===== src/rtl/cpu_pkg.sv =====
// Shared definitions for the pipelined 64-bit CPU: word width,
// ALU operation codes and forwarding-mux selects.
package cpu_pkg;

    localparam int DWIDTH = 64;

    typedef enum logic [2:0] {
        ALU_PASS_B = 3'b000,
        ALU_ADD    = 3'b010,
        ALU_SUB    = 3'b011,
        ALU_AND    = 3'b100,
        ALU_OR     = 3'b101,
        ALU_XOR    = 3'b110
    } alu_op_e;

    typedef enum logic [1:0] {
        FWD_REG = 2'b00,
        FWD_WB  = 2'b01,
        FWD_MEM = 2'b10
    } fwd_sel_e;

endpackage


===== src/rtl/data_ex_alu64.sv =====
// Combinational 64-bit ALU with raw NZVC flags. Subtraction is A + ~B + 1,
// so carry=1 means "no borrow".
module alu64
    import cpu_pkg::*;
(
    input  logic [DWIDTH-1:0] A,
    input  logic [DWIDTH-1:0] B,
    input  logic [2:0]        ALUop,
    output logic [DWIDTH-1:0] result,
    output logic              N,
    output logic              Z,
    output logic              V,
    output logic              C
);

    logic [DWIDTH-1:0] b_eff;
    logic [DWIDTH:0]   sum;
    logic              is_arith;

    always_comb begin
        is_arith = (ALUop == ALU_ADD) || (ALUop == ALU_SUB);
        b_eff    = (ALUop == ALU_SUB) ? ~B : B;
        sum      = {1'b0, A} + {1'b0, b_eff} + {{DWIDTH{1'b0}}, (ALUop == ALU_SUB)};

        case (ALUop)
            ALU_PASS_B: result = B;
            ALU_ADD,
            ALU_SUB:    result = sum[DWIDTH-1:0];
            ALU_AND:    result = A & B;
            ALU_OR:     result = A | B;
            ALU_XOR:    result = A ^ B;
            default:    result = '0;
        endcase

        N = result[DWIDTH-1];
        Z = (result == '0);
        C = is_arith && sum[DWIDTH];
        // Overflow: operands share a sign that the sum does not
        V = is_arith && (A[DWIDTH-1] == b_eff[DWIDTH-1])
                     && (sum[DWIDTH-1] != A[DWIDTH-1]);
    end

endmodule


===== src/rtl/data_ex.sv =====
// Execute stage: operand forwarding, immediate select, ALU, BL return-address
// override, and the NZVC flag register read by ID-stage conditional branches.
module data_ex
    import cpu_pkg::*;
(
    input  logic              clk,
    input  logic              reset,
    input  logic [DWIDTH-1:0] ReadData1,
    input  logic [DWIDTH-1:0] ReadData2,
    input  logic [DWIDTH-1:0] PC,
    input  logic [DWIDTH-1:0] ALU_or_DT,
    input  logic [DWIDTH-1:0] alu_result_mem,
    input  logic [DWIDTH-1:0] alu_result_wb,
    input  logic [DWIDTH-1:0] BLT,
    input  logic [2:0]        ALUop,
    input  logic              ALUsrc,
    input  logic              update,
    input  logic              cbz_id,
    input  logic              BLsignal,
    input  logic [1:0]        forwardA,
    input  logic [1:0]        forwardB,
    output logic [DWIDTH-1:0] alu_result,
    output logic              negative,
    output logic              zero,
    output logic              overflow,
    output logic              carry_out
);

    logic [DWIDTH-1:0] op_a;
    logic [DWIDTH-1:0] fwd_b;
    logic [DWIDTH-1:0] op_b;
    logic [DWIDTH-1:0] alu_out;
    logic              raw_n, raw_z, raw_v, raw_c;
    logic [3:0]        flags;
    logic              pc_unused;

    assign pc_unused = ^PC;

    always_comb begin
        case (forwardA)
            FWD_MEM: op_a = alu_result_mem;
            FWD_WB:  op_a = alu_result_wb;
            default: op_a = ReadData1;
        endcase

        case (forwardB)
            FWD_MEM: fwd_b = alu_result_mem;
            FWD_WB:  fwd_b = alu_result_wb;
            default: fwd_b = ReadData2;
        endcase

        op_b = ALUsrc ? ALU_or_DT : fwd_b;
    end

    alu64 u_alu (
        .A      (op_a),
        .B      (op_b),
        .ALUop  (ALUop),
        .result (alu_out),
        .N      (raw_n),
        .Z      (raw_z),
        .V      (raw_v),
        .C      (raw_c)
    );

    assign alu_result = BLsignal ? BLT : alu_out;

    // Stored as {N, Z, V, C}
    always_ff @(posedge clk or negedge reset) begin
        if (!reset)
            flags <= 4'b0000;
        else if (update)
            flags <= {raw_n, raw_z, raw_v, raw_c};
    end

    // Bypass fresh flags for a flag-setter; CBZ only needs the live zero test
    always_comb begin
        if (update)
            {negative, zero, overflow, carry_out} = {raw_n, raw_z, raw_v, raw_c};
        else if (cbz_id)
            {negative, zero, overflow, carry_out} = {flags[3], raw_z, flags[1], flags[0]};
        else
            {negative, zero, overflow, carry_out} = flags;
    end

endmodule


===== config.mk =====
export PLATFORM = sky130hd
export DESIGN_NAME = data_ex
export DESIGN_NICKNAME = d
export VERILOG_FILES = /design/src/rtl/cpu_pkg.sv /design/src/rtl/data_ex_alu64.sv /design/src/rtl/data_ex.sv
export SDC_FILE = /design/constraint.sdc
export NUM_CORES = 1
export LEC_CHECK = 0
export BUFFER_PORTS_ARGS = -buffer_cell sky130_fd_sc_hd__buf_2
export CORE_AREA = 2 2 207 209
export DETAILED_ROUTE_END_ITERATION = 10
export DIE_AREA = 0 0 209 211
export GPL_TIMING_DRIVEN = 0
export HOLD_SLACK_MARGIN = 0.1
export SYNTH_ARGS = -nofsm -noshare
export SYNTH_HDL_FRONTEND = slang
export SYNTH_SLANG_ARGS = --single-unit

===== constraint.sdc =====
create_clock -name clk -period 16.09 [get_ports clk]
set_clock_uncertainty 0.15 [all_clocks]
set_input_delay 1.609 -clock clk [delete_from_list [all_inputs] [get_ports clk]]
set_output_delay 1.609 -clock clk [all_outputs]
set_load 0.005 [all_outputs]

Word-level counts from Yosys, hierarchy flattened
Index checks and enable logic that the tools add are counted.
- add/subtract/negate cells: 2
- eq/ne operators: 11
- multiplexer cells: 11
- bitwise operators: 4
- reduce and logical (&&, ||, !) cells: 7
- operators by type and width (kind ; count):
    case mux 64 bit (5 select lines) ; 1
    case mux 64 bit (2 select lines) ; 2
    two-way mux 64 bit ; 3
    adder 64 x 64 -> 65 bit ; 1
    adder 65 x 1 -> 65 bit ; 1
    bitwise AND 64 bit ; 1
    zero test 64 bit ; 1
    NOT 64 bit ; 1
    OR 64 bit ; 1
    bitwise XOR 64 bit ; 1
    equality test 3 bit (second input constant) ; 3
    equality test 3 x 2 -> 1 bit (second input constant) ; 2
    two-way mux 1 bit ; 5
    equality test 2 x 1 -> 1 bit (second input constant) ; 2
    equality test 2 bit (second input constant) ; 2
    logical AND 1 bit ; 3
    zero test 3 bit ; 1
    OR reduction 2 bit ; 1
    equality test 1 bit ; 1
    logical OR 1 bit ; 1
    inequality test 1 bit ; 1
- register bits: 4
- input bits: 461
- output and inout port bits: 68
- word-level logic and storage cells: 36

Logic depth before layout (Yosys ltp)
- depth in word-level cells: 11
- mapped depth: 25
- mapped depth without buffers: 20

Hierarchy
From an unflattened synthesis, not the netlist that was laid out.
- cell total of the unflattened synthesis: 2069
- area, all modules: 13972.2 um^2
- by module, submodules not included (module ; instances ; cells each ; area each (um^2) ; seq. area each (um^2)):
    alu64 ; 1 ; 1461 ; 9611.7 ; 0.0
    data_ex ; 1 ; 608 ; 4360.4 ; 100.1

Worst setup path after synthesis
OpenSTA, ideal clock, no wires.
- path kind: input -> output
- start: in forwardB[0]
- end: out zero
- arrival: 7.079 ns
- required time: 14.331 ns
- path slack: 7.252 ns
- cell stages on the path: 25
- path buffers: 6
- cells stage by stage: inv_1 ha_1 buf_2 clkbuf_1 buf_1 clkbuf_1 buf_1 a221o_1 o21ai_0 o21ai_0 xnor2_1 ha_1 clkbuf_1 nand2_1 nor3_1 nand4_1 o32ai_1 a31oi_1 nand2_1 mux2_2 or4_1 or4_1 nor4_2 nand4_1 o32ai_1
- cells in the longest elaborated chain, start to end: 11
- elaborated cells on any way between the ends: 15
- those cells by class: 2 x add/sub; 2 x eq/ne; 6 x mux; 4 x bitwise; 1 x reduce/logical
- RTL lines (element ; RTL line ; source):
    start, declared ; data_ex.sv:21 ; input logic [1:0] forwardB,
    equality test 2 x 1 -> 1 bit or equality test 2 bit (tied branches) ; data_ex.sv:46 ; case (forwardB)
    case mux 64 bit (2 select lines) (*) ; data_ex.sv:46 ;
    two-way mux 64 bit (*) ; data_ex.sv:52 ; op_b = ALUsrc ? ALU_or_DT : fwd_b;
    NOT 64 bit ; data_ex_alu64.sv:22 ; b_eff = (ALUop == ALU_SUB) ? ~B : B;
    two-way mux 64 bit ; data_ex_alu64.sv:22 ;
    adder 64 x 64 -> 65 bit ; data_ex_alu64.sv:23 ; sum = {1'b0, A} + {1'b0, b_eff} + {{DWIDTH{1'b0}}, (ALUop == ALU_SUB)};
    adder 65 x 1 -> 65 bit ; data_ex_alu64.sv:23 ;
    case mux 64 bit (5 select lines) (*) ; data_ex_alu64.sv:25 ; case (ALUop)
    zero test 64 bit (*) ; data_ex_alu64.sv:36 ; Z = (result == '0);
    two-way mux 1 bit ; data_ex.sv:80 ; else if (cbz_id)
    two-way mux 1 bit (*) ; data_ex.sv:78 ; if (update)
    end, declared ; data_ex.sv:24 ; output logic zero,
Every way passes the cells marked *; elsewhere a longest branch is shown, timed or not.

Final worst setup path
Ends and elaborated chain as after synthesis.

==> impl_metrics.tcl <==
set metrics [dict create \
    synth_area_leaders "ha_1, o21ai_0, nand2_1" \
    io_buffers 459 \
    violations "capacitance limit" \
    r2r_cells 2 \
    syn-cell-area_um2 13400 \
    coreArea_um2 41800 \
    yosysTopAreaCell "ha_1" \
    cts_tree "done" \
    clock-root-buffer "clkbuf_16" \
    drc 0 \
    power_frac_clock 0.035 \
    synth_edf_count 0 \
    slowest_delay_ns 0.76 \
    r2r_setup_slack_ns 15.18 \
    powerDensity_nw_per_um2 68.2 \
    yosysWarnings 0 \
    syn_avg_cell_area_um2 6.53 \
    arrival_ns 10.27 \
    hpwl_mm 78.4 \
    clock_path_buffers 2 \
    cts-resized-gates 0 \
    ios 529 \
    hold_viol 0 \
    holdBufCountCts 0 \
    antenna_found_initial 8 \
    min_from "flags[2]$_DFFE_PN0P_" \
    crit_path_start_kind "primary input" \
    synth_flop_cell "dfrtp_1" \
    postSynthCellCount 2058 \
    design.final.nets 3179 \
    max_cap_viol_count 1 \
    initial_utilization 0.322 \
    finalSetupViolations 0 \
    critPathRequiredTime_ns 14.33 \
    worstPathMaxFanout 10 \
    place_area_um2 16400 \
    peakVddDrop_mv 0.0353 \
    grt_pass1_wl_mm 126 \
    status "complete, but fails checks" \
    hold_end "flags[2]$_DFFE_PN0P_" \
    slew_violations 0 \
    die_h_um 211 \
    largest_reg_flops 4 \
    grt_overflow 0 \
    drtAntennaViolNets 0 \
    syn2layout_area_growth_pct 22.8 \
    ys_seq_elements 4 \
    drt_iter0_drc 2447 \
    grt_pass1_vias 18231 \
    netlist.area_leader.share 0.182 \
    wire_per_inst_um 29.5 \
    gp_congestion 1.01 \
    timing.rr.end "flags[1]$_DFFE_PN0P_" \
    tightest_slew_ns 1.48 \
    critical_path_class "primary input to primary output" \
    holdPathStages 2 \
    hold_path_class "flop to flop" \
    grt_setup_unrepaired "false" \
    fin_area_um2 16500 \
    grtUsageTotal 0.390 \
    die_w_um 209 \
    finalCritPeriodShare 0.748 \
    cp-end-kind "primary output" \
    power_frac_comb 0.955 \
    final.setup.tns_ns 0 \
    numCtsBuffers 3 \
    post-route-min-period_ns 12.03 \
    dieArea_um2 44100 \
    cell_internal_pwr_mw 0.389 \
    yosysSeqAreaShare 0.00745 \
    rows 75 \
    nFillCells 4678 \
    p_leak_nw 7.58 \
    largest_register "flags" \
    htreeDepth 1 \
    async_reset_ff_frac 1.00 \
    power_frac_seq 0.010 \
    clkSlewWorstSetupHoldPaths_ns 0.03 \
    vias_per_cell 6.32 \
    max_freq_ghz 0.0831 \
    firstDrtPassIters 6 \
    ys_types 74 \
    max_slew_margin 0.00148 \
    biggestRegsByFlops "flags: 4 flops" \
    cts.sinks 4 \
    fin_util 0.395 \
    clk_latency_ns 0.22 \
    drive_gt1_frac 0.209 \
    switching_share 0.654 \
    power.net_switching_mw 0.736 \
    num_vias 19367 \
    postCtsSetupRepairBufs 0 \
    grt_max_degree 11 \
    rr_startpoint "flags[1]$_DFFE_PN0P_" \
    critPathSlowestCell "o21ai_0" \
    drt_wl_total_mm 90.4 \
    synth.net_count 2715 \
]
==> placed cells by master, fill, tap and decap left out, drive strengths merged, types with 5 or more instances in the layout <==
cell,n
nor4,13
diode,6
inv,159
ha,195
o21ai,262
a21o,22
nand2b,8
mux2i,68
a221oi,25
and2,6
o21bai,8
nand4,49
o31ai,13
nand2,234
o41ai,5
nor2,115
a2111oi,6
o221ai,9
a32oi,5
a31oi,17
clkbuf,136
nand3,18
a22oi,103
nor3,30
and4,5
buf,499
and3,6
o22ai,73
a221o,49
xor2,26
o21a,15
a21oi,119
xnor2,86
or3,8
o211ai,9
mux2,43
a211oi,14
==> area by class of cell <==
cell class	instances	area [um^2]	area share
Clock buffer	3	75.1	0.00455
Inverter	159	599	0.0363
Buffer	173	662	0.0401
Antenna cell	6	15.0	0.000910
Timing Repair Buffer	459	2300	0.139
Tap cell	539	674	0.0409
Sequential cell	4	100	0.00607
Multi-Input combinational cell	1722	12100	0.732
==> critical path: cells and delay by family <==
| family | cells | cell delay, ns |
|---|---|---|
| AO/OA/AOI/OAI | 6 | 1.64 |
| XOR/XNOR | 1 | 0.14 |
| adder cells (fa/ha/maj) | 2 | 0.58 |
| buffers and inverters | 9 | 3.08 |
| multiplexers | 1 | 0.38 |
| AND/OR/NAND/NOR | 8 | 2.82 |
==> worst max-delay path by stage <==
stage	startpoint	to	slack, ns	cells past startpoint
final	forwardB[0]	zero	4.06	27
after global routing	forwardB[0]	zero	4.00	27
after CTS	forwardB[0]	zero	4.42	27
after detailed placement	forwardB[0]	zero	4.48	27
after global placement	forwardB[0]	zero	4.48	27
after floorplan	forwardB[0]	zero	7.25	25
==> through the flow <==
| stage | instances | hold slack (ns) | power (mW) | setup slack, ns |
|---|---|---|---|---|
| 5_1_grt | 3065 | 0.420 | 1.19 | 4.00 |
| 6_report | 3065 | 0.396 | 1.12 | 4.06 |
| 4_1_cts | 3059 | 0.387 | 1.08 | 4.42 |
| 3_3_place_gp | 3056 | 0.377 | 1.03 | 4.48 |
| 3_5_place_dp | 3056 | 0.382 | 1.03 | 4.48 |
| 2_1_floorplan | 2058 | 0.357 | 0.622 | 7.25 |
==> power groups by stage <==
stage	registers (mW)	clock network (mW)	logic, mW
5_1_grt	0.0114	0.0399	1.13
3_5_place_dp	0.0114	0	1.02
4_1_cts	0.0114	0.0389	1.03
6_report	0.0114	0.0389	1.07
2_1_floorplan	0.0113	0	0.610
3_3_place_gp	0.0113	0	1.02
==> kinds of logic after synthesis <==
kind of cell	synth area share
AND/OR/NAND/NOR	0.174
AO/OA/AOI/OAI	0.382
multiplexers	0.0867
adder cells (fa/ha/maj)	0.183
buffers and inverters	0.0939
flip-flops	0.00745
XOR/XNOR	0.0730
==> Yosys cell counts, types with 6 or more instances <==
library cell	instances
o21ai_0	261
nand2_1	234
ha_1	195
inv_1	157
clkbuf_1	133
a21oi_1	119
nor2_1	115
a22oi_1	103
xnor2_1	86
o22ai_1	73
mux2i_1	68
a221o_1	49
nand4_1	49
mux2_2	43
buf_1	30
nor3_1	29
xor2_1	26
a221oi_1	25
a21o_1	22
nand3_1	18
a31oi_1	17
o21a_1	15
a211oi_1	14
o31ai_1	13
nor4_1	12
buf_2	10
o211ai_1	9
o221ai_1	9
nand2b_1	8
o21bai_1	8
or3_1	8
a2111oi_0	6
and2_1	6
and3_1	6
==> metal layers <==
metal  share of wire  up-vias  track usage
li1                -     8558            -
met1            0.43     9283        0.550
met2            0.43     1341        0.600
met3            0.11      181       0.0699
met4           0.039        4        0.124
met5         0.00025        -            0
(Power assumes the default switching activity.)
